File: src/rtl/mux_scan_ctrl.sv
// Scan sequencer for a 4:1 mux tree: steps the select, waits DWELL cycles
// per channel, captures the tree output and publishes a 4-bit sample word.
module mux_scan_ctrl #(
    parameter int DWELL = 4
) (
    input  logic       clk,
    input  logic       rst,
    input  logic       start,
    input  logic       cont,
    input  logic       mux_in,
    output logic [1:0] sel,
    output logic [3:0] sample,
    output logic       valid,
    output logic       busy
);

    localparam int CW = (DWELL > 1) ? $clog2(DWELL) : 1;
    localparam logic [CW-1:0] CNT_LAST = CW'(DWELL - 1);

    typedef enum logic [1:0] {
        S_IDLE   = 2'd0,
        S_SETTLE = 2'd1,
        S_DONE   = 2'd2
    } state_t;

    state_t        r_state, w_state_nxt;
    logic [CW-1:0] r_cnt, w_cnt_nxt;
    logic [1:0]    r_sel, w_sel_nxt;
    logic [2:0]    r_shadow, w_shadow_nxt;
    logic [3:0]    r_sample, w_sample_nxt;

    always_ff @(posedge clk) begin
        if (rst) begin
            r_state  <= S_IDLE;
            r_cnt    <= '0;
            r_sel    <= '0;
            r_shadow <= '0;
            r_sample <= '0;
        end else begin
            r_state  <= w_state_nxt;
            r_cnt    <= w_cnt_nxt;
            r_sel    <= w_sel_nxt;
            r_shadow <= w_shadow_nxt;
            r_sample <= w_sample_nxt;
        end
    end

    always_comb begin
        w_state_nxt  = r_state;
        w_cnt_nxt    = r_cnt;
        w_sel_nxt    = r_sel;
        w_shadow_nxt = r_shadow;
        w_sample_nxt = r_sample;
        unique case (r_state)
            S_IDLE: begin
                w_sel_nxt = '0;
                w_cnt_nxt = '0;
                if (start) begin
                    w_state_nxt = S_SETTLE;
                end
            end
            S_SETTLE: begin
                if (r_cnt != CNT_LAST) begin
                    w_cnt_nxt = r_cnt + CW'(1);
                end else begin
                    w_cnt_nxt = '0;
                    // last channel bypasses the shadow and lands directly in sample
                    if (r_sel != 2'd3) begin
                        w_shadow_nxt[r_sel] = mux_in;
                        w_sel_nxt           = r_sel + 2'd1;
                    end else begin
                        w_sample_nxt = {mux_in, r_shadow};
                        w_state_nxt  = S_DONE;
                    end
                end
            end
            S_DONE: begin
                w_sel_nxt   = '0;
                w_cnt_nxt   = '0;
                w_state_nxt = cont ? S_SETTLE : S_IDLE;
            end
            default: begin
                w_state_nxt = S_IDLE;
            end
        endcase
    end

    assign sel    = r_sel;
    assign sample = r_sample;
    assign valid  = (r_state == S_DONE);
    assign busy   = (r_state != S_IDLE);

endmodule

File: config.mk
export PLATFORM = sky130hd
export DESIGN_NAME = mux_scan_ctrl
export DESIGN_NICKNAME = d
export VERILOG_FILES = /design/src/rtl/mux_scan_ctrl.sv
export SDC_FILE = /design/constraint.sdc
export NUM_CORES = 1
export LEC_CHECK = 0
export BUFFER_PORTS_ARGS = -buffer_cell sky130_fd_sc_hd__buf_2
export CORE_AREA = 2 2 39 41
export DETAILED_ROUTE_END_ITERATION = 12
export DIE_AREA = 0 0 41 43
export PLACE_DENSITY = 0.69
export SLEW_MARGIN = 10
export SYNTH_ARGS = -nofsm -noshare
export SYNTH_HDL_FRONTEND = slang
export SYNTH_SLANG_ARGS = --single-unit
File: constraint.sdc
create_clock -name clk -period 2.5 [get_ports clk]
set_clock_uncertainty 0.1 [all_clocks]
set_input_delay 0 -clock clk [delete_from_list [all_inputs] [get_ports clk]]
set_output_delay 0 -clock clk [all_outputs]
set_load 0.01 [all_outputs]
==> results by group, run 1 <==
Floorplan
  • Core area: 1384 sq um
  • Row count: 14
  • Die Y: roughly 43 um
  • Initial Utilization: 44.48%
  • Num ports: 13
  • Horiz. Die Dim: 41 um
  • Die Area: ~1800 sq um

STA
  • Min Tclk post-route: 1899 ps
  • Worst Hold Slack: about 380 ps
  • Final TNS setup: 0 ps
  • RSZ-0062 raised after global routing: no
  • Slew HR: approximately four fifths
  • Fin. Hold Viols: 0
  • Fin crit share: 75.97%
  • # setup viols final: 0
  • Worst slew pin tran: ~320 ps
  • Final number of max-transition violations: 0
  • Fmax achieved: ~530 MHz

Placement
  • RePlAce Congestion: 0.7857
  • Final HPWL DP: 742.3 um
  • Port Buf Inserts: 12
  • Area after DPL: 675.6 sq um

Clock network
  • Hold Buf Count CTS: 5
  • Reg clk slew, reported paths: 80 ps
  • Post-CTS Setup Repair Bufs: 0
  • Clock latency on the worst-skew pair: 260 ps
  • PostCTS Resize Cnt: 0
  • CTS buffer count: 3
  • Clock tree buffer depth: 2
  • CTS tree: done
  • # H-tree levels: 1
  • CTS Sinks: 13
  • Root Buffer: clkbuf_4

Synth
  • Syn nets: 69
  • Synth area leaders: dfxtp_1 (42%), mux2i_1 (15%), ha_1 (10%)
  • Async SR Flop Fraction: 0%
  • EDFF count, synth: 0
  • Area fraction of the dominant cell type after synthesis: between 40 and 50%
  • Synth cell count leaders: dfxtp_1 (13), nor2_1 (10), mux2i_1 (9)
  • Post-Synthesis Cell Area: between 600 and 700 sq um
  • Cell with the most instances after synthesis: dfxtp_1
  • YS warnings: 0
  • Syn Inst Count: 59
  • Cell taking the most area after synthesis: dfxtp_1
  • Synth Register Bits: 13
  • Post-synth top flop: dfxtp_1
  • Average size of a mapped cell: 10.43 sq um
  • Count of different cell masters after synthesis: 19
  • Register area share after synthesis: a little over two fifths

Worst setup path
  • CP startpoint: sel[0]
  • R2R setup slack: between 600 and 700 ps
  • R2r startpoint: sel[0]
  • CP Capture Type: register
  • Reg-to-reg critical path endpoint: sample[3]
  • Worst EP arrival: 1960 ps
  • Setup crit start kind: register
  • Crit-path cells: ha_1, nand4b_4, mux2i_1, nor2_1, dlygate4sd3_1
  • R2R depth: 5
  • Crit path kind: register to register
  • Max stage delay on crit path: approximately 540 ps
  • Crit path max fanout: 5
  • Data required, critical path: 2560 ps
  • Slowest-stage cell, CP: dlygate4sd3_1
  • Worst setup endpoint: sample[3]

Global route
  • Largest net degree at the start of global routing: 12
  • Initial antenna violation count: 0
  • Vias in the first global route: 424
  • GR Util All Layers: between 10% and 20%
  • First-pass GRT wire length: approximately 1.7 mm
  • Gr ovfl total: 0

Drt
  • DR DRC count: 0
  • WL/cell: about 11 um
  • Routed WL: 996 um
  • Via count: about 440
  • Vias/cell: around 4.8
  • DR iter-0 viols: 7
  • Drt pass-1 iters: 4
  • M1 WL: approximately 470 um
  • Remaining antenna violation count after routing: 0
  • Met3 wire length: roughly 40 um
  • Met2 routed WL: around 480 um
  • Top Metal Used: met3

Flow run
  • Max Cap Violations: 0

Pwr
  • Sw frac: 21.14%
  • Switching power: about 0.076 mW
  • Total power: approximately 0.36 mW
  • Sequential share of power: roughly three fifths
  • Leakage: just over 0.4 nW
  • PwrDens: 478.1 nW/um^2
  • Clock Power Share: between 30% and 40%
  • Internal Power: 0.2835 mW
  • Comb power frac: around 6%
  • Worst vdd ir: roughly 360 uV

Finish
  • Area Overhead vs Synth: 22.15%
  • Nets: 88
  • Ant. Diodes: 0
  • Design area: ~750 sq um
  • Fraction of layout cells with a size suffix above 1: a little under a quarter

Min path
  • Min-Delay Path Class: register to register

Run status
  • Status: finished, final reports clean
-- per-layer routing --
| layer | vias to the layer above | GRT usage (%) |
|---|---|---|
| li1 | 232 | - |
| met1 | 201 | 17.38 |
| met2 | 10 | 22.81 |
| met3 | 0 | 4.712 |
| met4 | 0 | 6.000 |
| met5 | - | 0 |
-- flip-flops by register name, indices dropped and copies added, names as in the netlist --
register / flops
sel: 2
r_shadow: 3
r_cnt: 2
sample: 4
r_state: 2
-- metrics by stage --
step                      instances  setup slack [ps]  util (%)
after floorplan                  59              1118         -
after global placement           84              1079     48.82
after detailed placement         84              1052     48.82
after CTS                        93             592.4     54.34
after global routing             93             518.6     54.34
final                            93             600.8     54.34
-- how the worst min path moves through the flow --
stage / startpoint / cells after the start / end
global placement: mux_in / 3 / sample[3]
floorplan: cont / 2 / r_state[0]
global route: r_shadow[1] / 2 / r_shadow[1]
CTS: r_shadow[0] / 2 / r_shadow[0]
finish: r_shadow[0] / 2 / r_shadow[0]
detailed placement: cont / 3 / r_state[0]
-- cell families after synthesis --
kind of cell | count (synthesis) | synth area share, %
and+or+nand+nor | 23 | 23.17
DFF | 13 | 42.28
muxes | 9 | 14.63
buffers and inverters | 5 | 4.471
adders and majority gates | 5 | 10.16
AOI/OAI and AO/OA | 2 | 2.438
xor gates and xnor gates | 2 | 2.846
-- layout by cell type (no fill, tap or decap) --
cell           count
dfxtp_1           13
buf_2             12
nor2_1            10
mux2i_1            9
nand2b_1           5
ha_1               5
dlygate4sd3_1      5
nand3_1            3
clkbuf_4           3
inv_1              2
nor2b_1            1
or2_2              1
nor3b_4            1
nand4b_4           1
xnor2_1            1
a311o_1            1
nand2_1            1
a21oi_1            1
xor2_1             1
clkbuf_1           1
-- critical path: cells and delay by family, from the launching register on --
kind          cells  cell delay (ps)
flops             1              410
simple gates      2              240
buf+inv           1              540
mux               1              190
fa+ha+maj         1              310
-- power by group through the flow --
stage / Sequential, mW / Combinational (mW) / Clock (mW)
after global routing: 0.214 / 0.0244 / 0.142
after detailed placement: 0.218 / 0.0161 / 0
after floorplan: 0.215 / 0.0136 / 0
final: 0.213 / 0.0212 / 0.125
after global placement: 0.218 / 0.0160 / 0
after CTS: 0.213 / 0.0213 / 0.131
-- final cells by class --
type / count / area [sq um]
clock buffer: 4 / 26.28
fill: 122 / 631.9
inverter: 2 / 7.507
multi-input combinational: 41 / 327.8
sequential: 13 / 260.3
tap: 16 / 20.02
timing repair buffer: 17 / 110.1
Note: power is estimated with default switching activity, not from simulation.
==> inputs of run 2 (changes only) <==
==> constraint.sdc (replaced) <==
create_clock -name clk -period 1.8 [get_ports clk]
set_clock_uncertainty 0.1 [all_clocks]
set_input_delay 0 -clock clk [delete_from_list [all_inputs] [get_ports clk]]
set_output_delay 0 -clock clk [all_outputs]
set_load 0.01 [all_outputs]
==> run 2 against run 1 <==
Compared with the run above: register-to-register slack got worse by 240 ps; fmax up 32%; final area is 1.3% lower.
==> results by group, run 2 (synthesis results as in run 1) <==
Finish
  • Commonest cells after routing, fill and taps aside: dfxtp_1 (13), buf_2 (12), nor2_1 (10)
  • Ant. Diodes: 0
  • Fraction of layout cells with a size suffix above 1: around a quarter
  • Largest register FFs: 4
  • Commonest non-fill, non-tap cell in the layout: dfxtp_1
  • Nets: a little under 90
  • Area Overhead vs Synth: 20.53%

STA
  • Fmax achieved: approximately 700 MHz
  • # setup viols final: 0
  • Worst slew pin tran: 316.2 ps
  • Worst setup margin: between 300 and 400 ps
  • Slew HR: between 70 and 80%
  • RSZ-0062 raised after global routing: no
  • Fin crit share: 79.89%
  • Final number of max-transition violations: 0
  • Min Tclk post-route: about 1400 ps
  • Final TNS setup: 0 ps
  • Worst Hold Slack: 378.3 ps
  • Fin. Hold Viols: 0

Floorplan
  • Num ports: 13
  • Core area: between 1000 and 1500 sq um
  • Horiz. Die Dim: around 41 um
  • Die Area: between 1500 and 2000 sq um
  • Initial Utilization: 44.48%
  • Die Y: roughly 43 um
  • Row count: 14

Min path
  • Worst hold endpoint: r_shadow[1]
  • Min-Delay Path Class: register to register
  • Min-Delay Startpoint: r_shadow[1]
  • WHS Path Cells: 2

Global route
  • Gr ovfl total: 0
  • Initial antenna violation count: 0
  • GR Util All Layers: around 14%
  • Largest net degree at the start of global routing: 12
  • Vias in the first global route: between 300 and 400
  • First-pass GRT wire length: between 1.5 and 2 mm

Worst setup path
  • R2R depth: 4
  • Crit-path cells: ha_1, nor3b_4, nand3_1, mux2i_1
  • Max stage delay on crit path: between 300 and 400 ps
  • Slowest-stage cell, CP: dfxtp_1
  • Data required, critical path: about 1900 ps
  • Crit path max fanout: 5
  • Setup crit start kind: register
  • CP Buf/Inv Count: 0
  • Reg-to-reg critical path endpoint: r_shadow[1]
  • Delay-heaviest family, CP: simple AND/OR/NAND/NOR gates
  • CP Capture Type: register
  • Crit path kind: register to register
  • Worst EP arrival: around 1500 ps
  • R2R setup slack: ~360 ps
  • R2r startpoint: sel[0]

Clock network
  • # H-tree levels: 1
  • Reg clk slew, reported paths: about 80 ps
  • Post-CTS Setup Repair Bufs: 0
  • CTS buffer count: 3
  • CTS tree: done
  • CTS Sinks: 13
  • Clock latency on the worst-skew pair: 280 ps
  • Clock tree buffer depth: 2
  • Root Buffer: clkbuf_4

Placement
  • RePlAce Congestion: around 0.79
  • Port Buf Inserts: 12
  • Pre-CTS setup slack: 362.0 ps
  • Final HPWL DP: 677.9 um

Drt
  • Routed WL: ~950 um
  • Vias/cell: around 4.7
  • DR DRC count: 0
  • Remaining antenna violation count after routing: 0
  • Drt pass-1 iters: 4
  • WL/cell: 10.30 um
  • DR iter-0 viols: 7
  • Via count: 432

Pwr
  • Leakage: ~0.4 nW
  • PwrDens: between 600 and 700 nW/um^2
  • Worst vdd ir: between 300 and 400 uV

Flow run
  • Max Cap Violations: 0

Run status
  • Status: finished, final reports clean
[run 2: worst max-delay path by stage]
stage | from | endpoint | slack [ps] | cells after the start
floorplan | sel[0] | sel[1] | 420 | 4
global placement | sel[0] | r_shadow[1] | 380 | 4
detailed placement | sel[0] | r_shadow[1] | 360 | 4
CTS | sel[0] | r_shadow[1] | 340 | 4
global route | sel[0] | r_shadow[0] | 270 | 4
finish | sel[0] | r_shadow[1] | 360 | 4
[run 2: report_power, final]
part / internal [mW] / switching [mW]
Sequential: 0.291 / 0.00516
Combinational: 0.0172 / 0.0118
Clock: 0.0860 / 0.0934
Total: 0.394 / 0.110
[run 2: final cells by class]
type,instances,area (sq um)
Fill cell,128,641.9
Clock buffer,4,26.28
Multi-Input combinational cell,41,327.8
Tap cell,16,20.02
Sequential cell,13,260.3
Inverter,2,7.507
Timing Repair Buffer,16,100.1
[run 2: what timing repair did]
item | 4_1_cts | 5_1_grt
resized for setup | 0 | 0
hold buffers | 4 | 0
endpoints found under the hold margin | 9 | 0
[run 2: through the flow]
| stage | util (%) | instance area, sq um | power (mW) | instances |
|---|---|---|---|---|
| 3_5_place_dp | 48.82 | 675.6 | 0.3252 | 84 |
| 3_3_place_gp | 48.82 | 675.6 | 0.3248 | 84 |
| 2_1_floorplan | - | 615.6 | 0.3175 | 59 |
| 4_1_cts | 53.62 | 742.0 | 0.5155 | 92 |
| 5_1_grt | 53.62 | 742.0 | 0.5301 | 92 |
| 6_report | 53.62 | 742.0 | 0.5041 | 92 |
[run 2: worst min-delay path, stage by stage (launching register included)]
cell,delay (ps)
dfxtp_1,310
nand2b_1,60
mux2i_1,60
[run 2: layer usage]
metal / vias to the layer above / wire length [um] / global-route usage (%)
li1: 228 / - / -
met1: 187 / 461 / 18.15
met2: 13 / 403 / 18.13
met3: 4 / 52 / 4.712
met4: 0 / 31 / 12.00
met5: - / 0 / 0
==> inputs of run 3 (changes only) <==
--- a/config.mk
+++ b/config.mk
@@ -6,10 +6,10 @@
 export NUM_CORES = 1
 export LEC_CHECK = 0
 export BUFFER_PORTS_ARGS = -buffer_cell sky130_fd_sc_hd__buf_2
-export CORE_AREA = 2 2 39 41
+export CORE_MARGIN = 2
+export CORE_UTILIZATION = 45
 export DETAILED_ROUTE_END_ITERATION = 12
-export DIE_AREA = 0 0 41 43
-export PLACE_DENSITY = 0.69
+export PLACE_DENSITY = 0.7
 export SLEW_MARGIN = 10
 export SYNTH_ARGS = -nofsm -noshare
 export SYNTH_HDL_FRONTEND = slang
==> constraint.sdc (replaced) <==
create_clock -name clk -period 1.2 [get_ports clk]
set_clock_uncertainty 0.1 [all_clocks]
set_input_delay 0 -clock clk [delete_from_list [all_inputs] [get_ports clk]]
set_output_delay 0 -clock clk [all_outputs]
set_load 0.01 [all_outputs]
==> run 3 against run 2 <==
Compared with the run above: the run now ends with setup timing left; total power increased by 53%; fmax up 6.0%; via count up 11%; utilization up 15 points; final area increased by 19%; highest routed layer unchanged; critical path depth did not move; flip-flop and latch count unchanged; largest power group unchanged; clock power grew 51%.
==> results by group, run 3 (synthesis results as in run 1) <==
Floorplan
  • Core area: approximately 1300 sq um
  • Num ports: 13
  • Horiz. Die Dim: ~41 um
  • Die Area: between 1500 and 2000 sq um
  • Row count: 13
  • Initial Utilization: 47.91%
  • Die Y: 40.99 um

Worst setup path
  • Worst EP arrival: ~1400 ps
  • Data required, critical path: approximately 1300 ps
  • Crit path max fanout: 5
  • Crit path kind: register to register
  • Setup crit start kind: register
  • R2R setup slack: -160 ps
  • CP Capture Type: register

Placement
  • Area after DPL: 730.7 sq um
  • Port Buf Inserts: 12
  • RePlAce Congestion: 0.7435
  • Pre-CTS setup slack: -162.7 ps
  • Placed insts: 88

Run status
  • Status: complete, but fails checks
  • Failing checks: setup timing

Pwr
  • PwrDens: 874.7 nW/um^2
  • Worst vdd ir: approximately 740 uV
  • Total power: 0.7705 mW
  • Leakage: roughly 0.43 nW

Drt
  • Vias/cell: ~5
  • Routed WL: 1.292 mm
  • DR DRC count: 0
  • Drt pass-1 iters: 4
  • WL/cell: between 10 and 15 um
  • Remaining antenna violation count after routing: 0
  • DR iter-0 viols: 4
  • Via count: 481

Finish
  • Layout Cells excl Fill: 99
  • Area Overhead vs Synth: 43.09%
  • # fillers: 114
  • Commonest cells after routing, fill and taps aside: buf_2 (11), nor2_1 (10), mux2i_1 (9)
  • Commonest non-fill, non-tap cell in the layout: buf_2
  • Ant. Diodes: 0
  • Final Util: 68.55%
  • Fraction of layout cells with a size suffix above 1: between 40% and 50%
  • Design area: about 900 sq um
  • Largest register FFs: 4
  • Nets: 95

STA
  • Fin. Hold Viols: 0
  • # setup viols final: 10
  • Slew HR: roughly three quarters
  • RSZ-0062 raised after global routing: yes
  • Worst Hold Slack: between 4 and 5 ps
  • Final TNS setup: -802.1 ps
  • Fmax achieved: approximately 740 MHz
  • Worst setup margin: -156.8 ps
  • Min Tclk post-route: around 1400 ps
  • Final number of max-transition violations: 0
  • Worst slew pin tran: roughly 380 ps
  • Fin crit share: 113.1%

Global route
  • Gr ovfl total: 0
  • First-pass GRT wire length: 1.897 mm
  • Initial antenna violation count: 0
  • GR Util All Layers: approximately 18%
  • Largest net degree at the start of global routing: 12
  • Vias in the first global route: between 400 and 500

Clock network
  • # H-tree levels: 1
  • CTS Sinks: 13
  • Reg clk slew, reported paths: ~90 ps
  • Clock latency on the worst-skew pair: ~270 ps
  • Clock tree buffer depth: 2
  • Root Buffer: clkbuf_4
  • CTS tree: done
  • CTS buffer count: 3

Flow run
  • Max Cap Violations: 0

Min path
  • Min-Delay Path Class: primary input to register
-- run 3: final cells by class --
cell class	instances	area, sq um	area share, %
multi-input cells	41	377.9	42.90
flip-flops and latches	13	275.3	31.25
repair buffers	24	175.2	19.89
clock buffers	4	26.28	2.983
well taps	15	18.77	2.131
inverters	2	7.507	0.8523
-- run 3: path summary, 6_finish.rpt --
| kind | from | end | depth (start not counted) |
|---|---|---|---|
| hold reg to reg | r_shadow[1] | r_shadow[1] | 2 |
| setup reg to reg | sel[0] | r_shadow[0] | 4 |
| setup / recovery | sel[0] | r_shadow[0] | 4 |
| hold / removal | start | r_state[0] | 4 |
-- run 3: routing by layer --
| metal | wire, um | part of all wire (%) | vias to the layer above | track usage (%) |
|---|---|---|---|---|
| li1 | - | - | 245 | - |
| met1 | 542 | 42 | 223 | 19.21 |
| met2 | 688 | 53 | 11 | 32.81 |
| met3 | 48 | 3.7 | 2 | 4.891 |
| met4 | 12 | 0.93 | 0 | 7.500 |
| met5 | 0 | 0 | - | 0 |
-- run 3: what timing repair did --
action	CTS	global route
setup endpoints to repair	12	13
endpoints found under the hold margin	9	0
gates resized for setup	9	8
cloned	0	0
buffers inserted	4	1
hold buffers	3	0
pin swaps	11	5
-- run 3: worst max-delay path, cell delays in order, from the launching register on --
cell	delay [ps]
dfxtp_2	340
ha_4	160
nor3b_4	350
nand3_2	130
mux2i_1	150
-- run 3: where the power goes --
part / switching [mW] / total, mW / leakage [nW] / internal, mW
clock network: 0.142 / 0.271 / 0.0150 / 0.128
logic: 0.0228 / 0.0570 / 0.309 / 0.0342
registers: 0.0103 / 0.443 / 0.109 / 0.433
total: 0.175 / 0.771 / 0.433 / 0.595
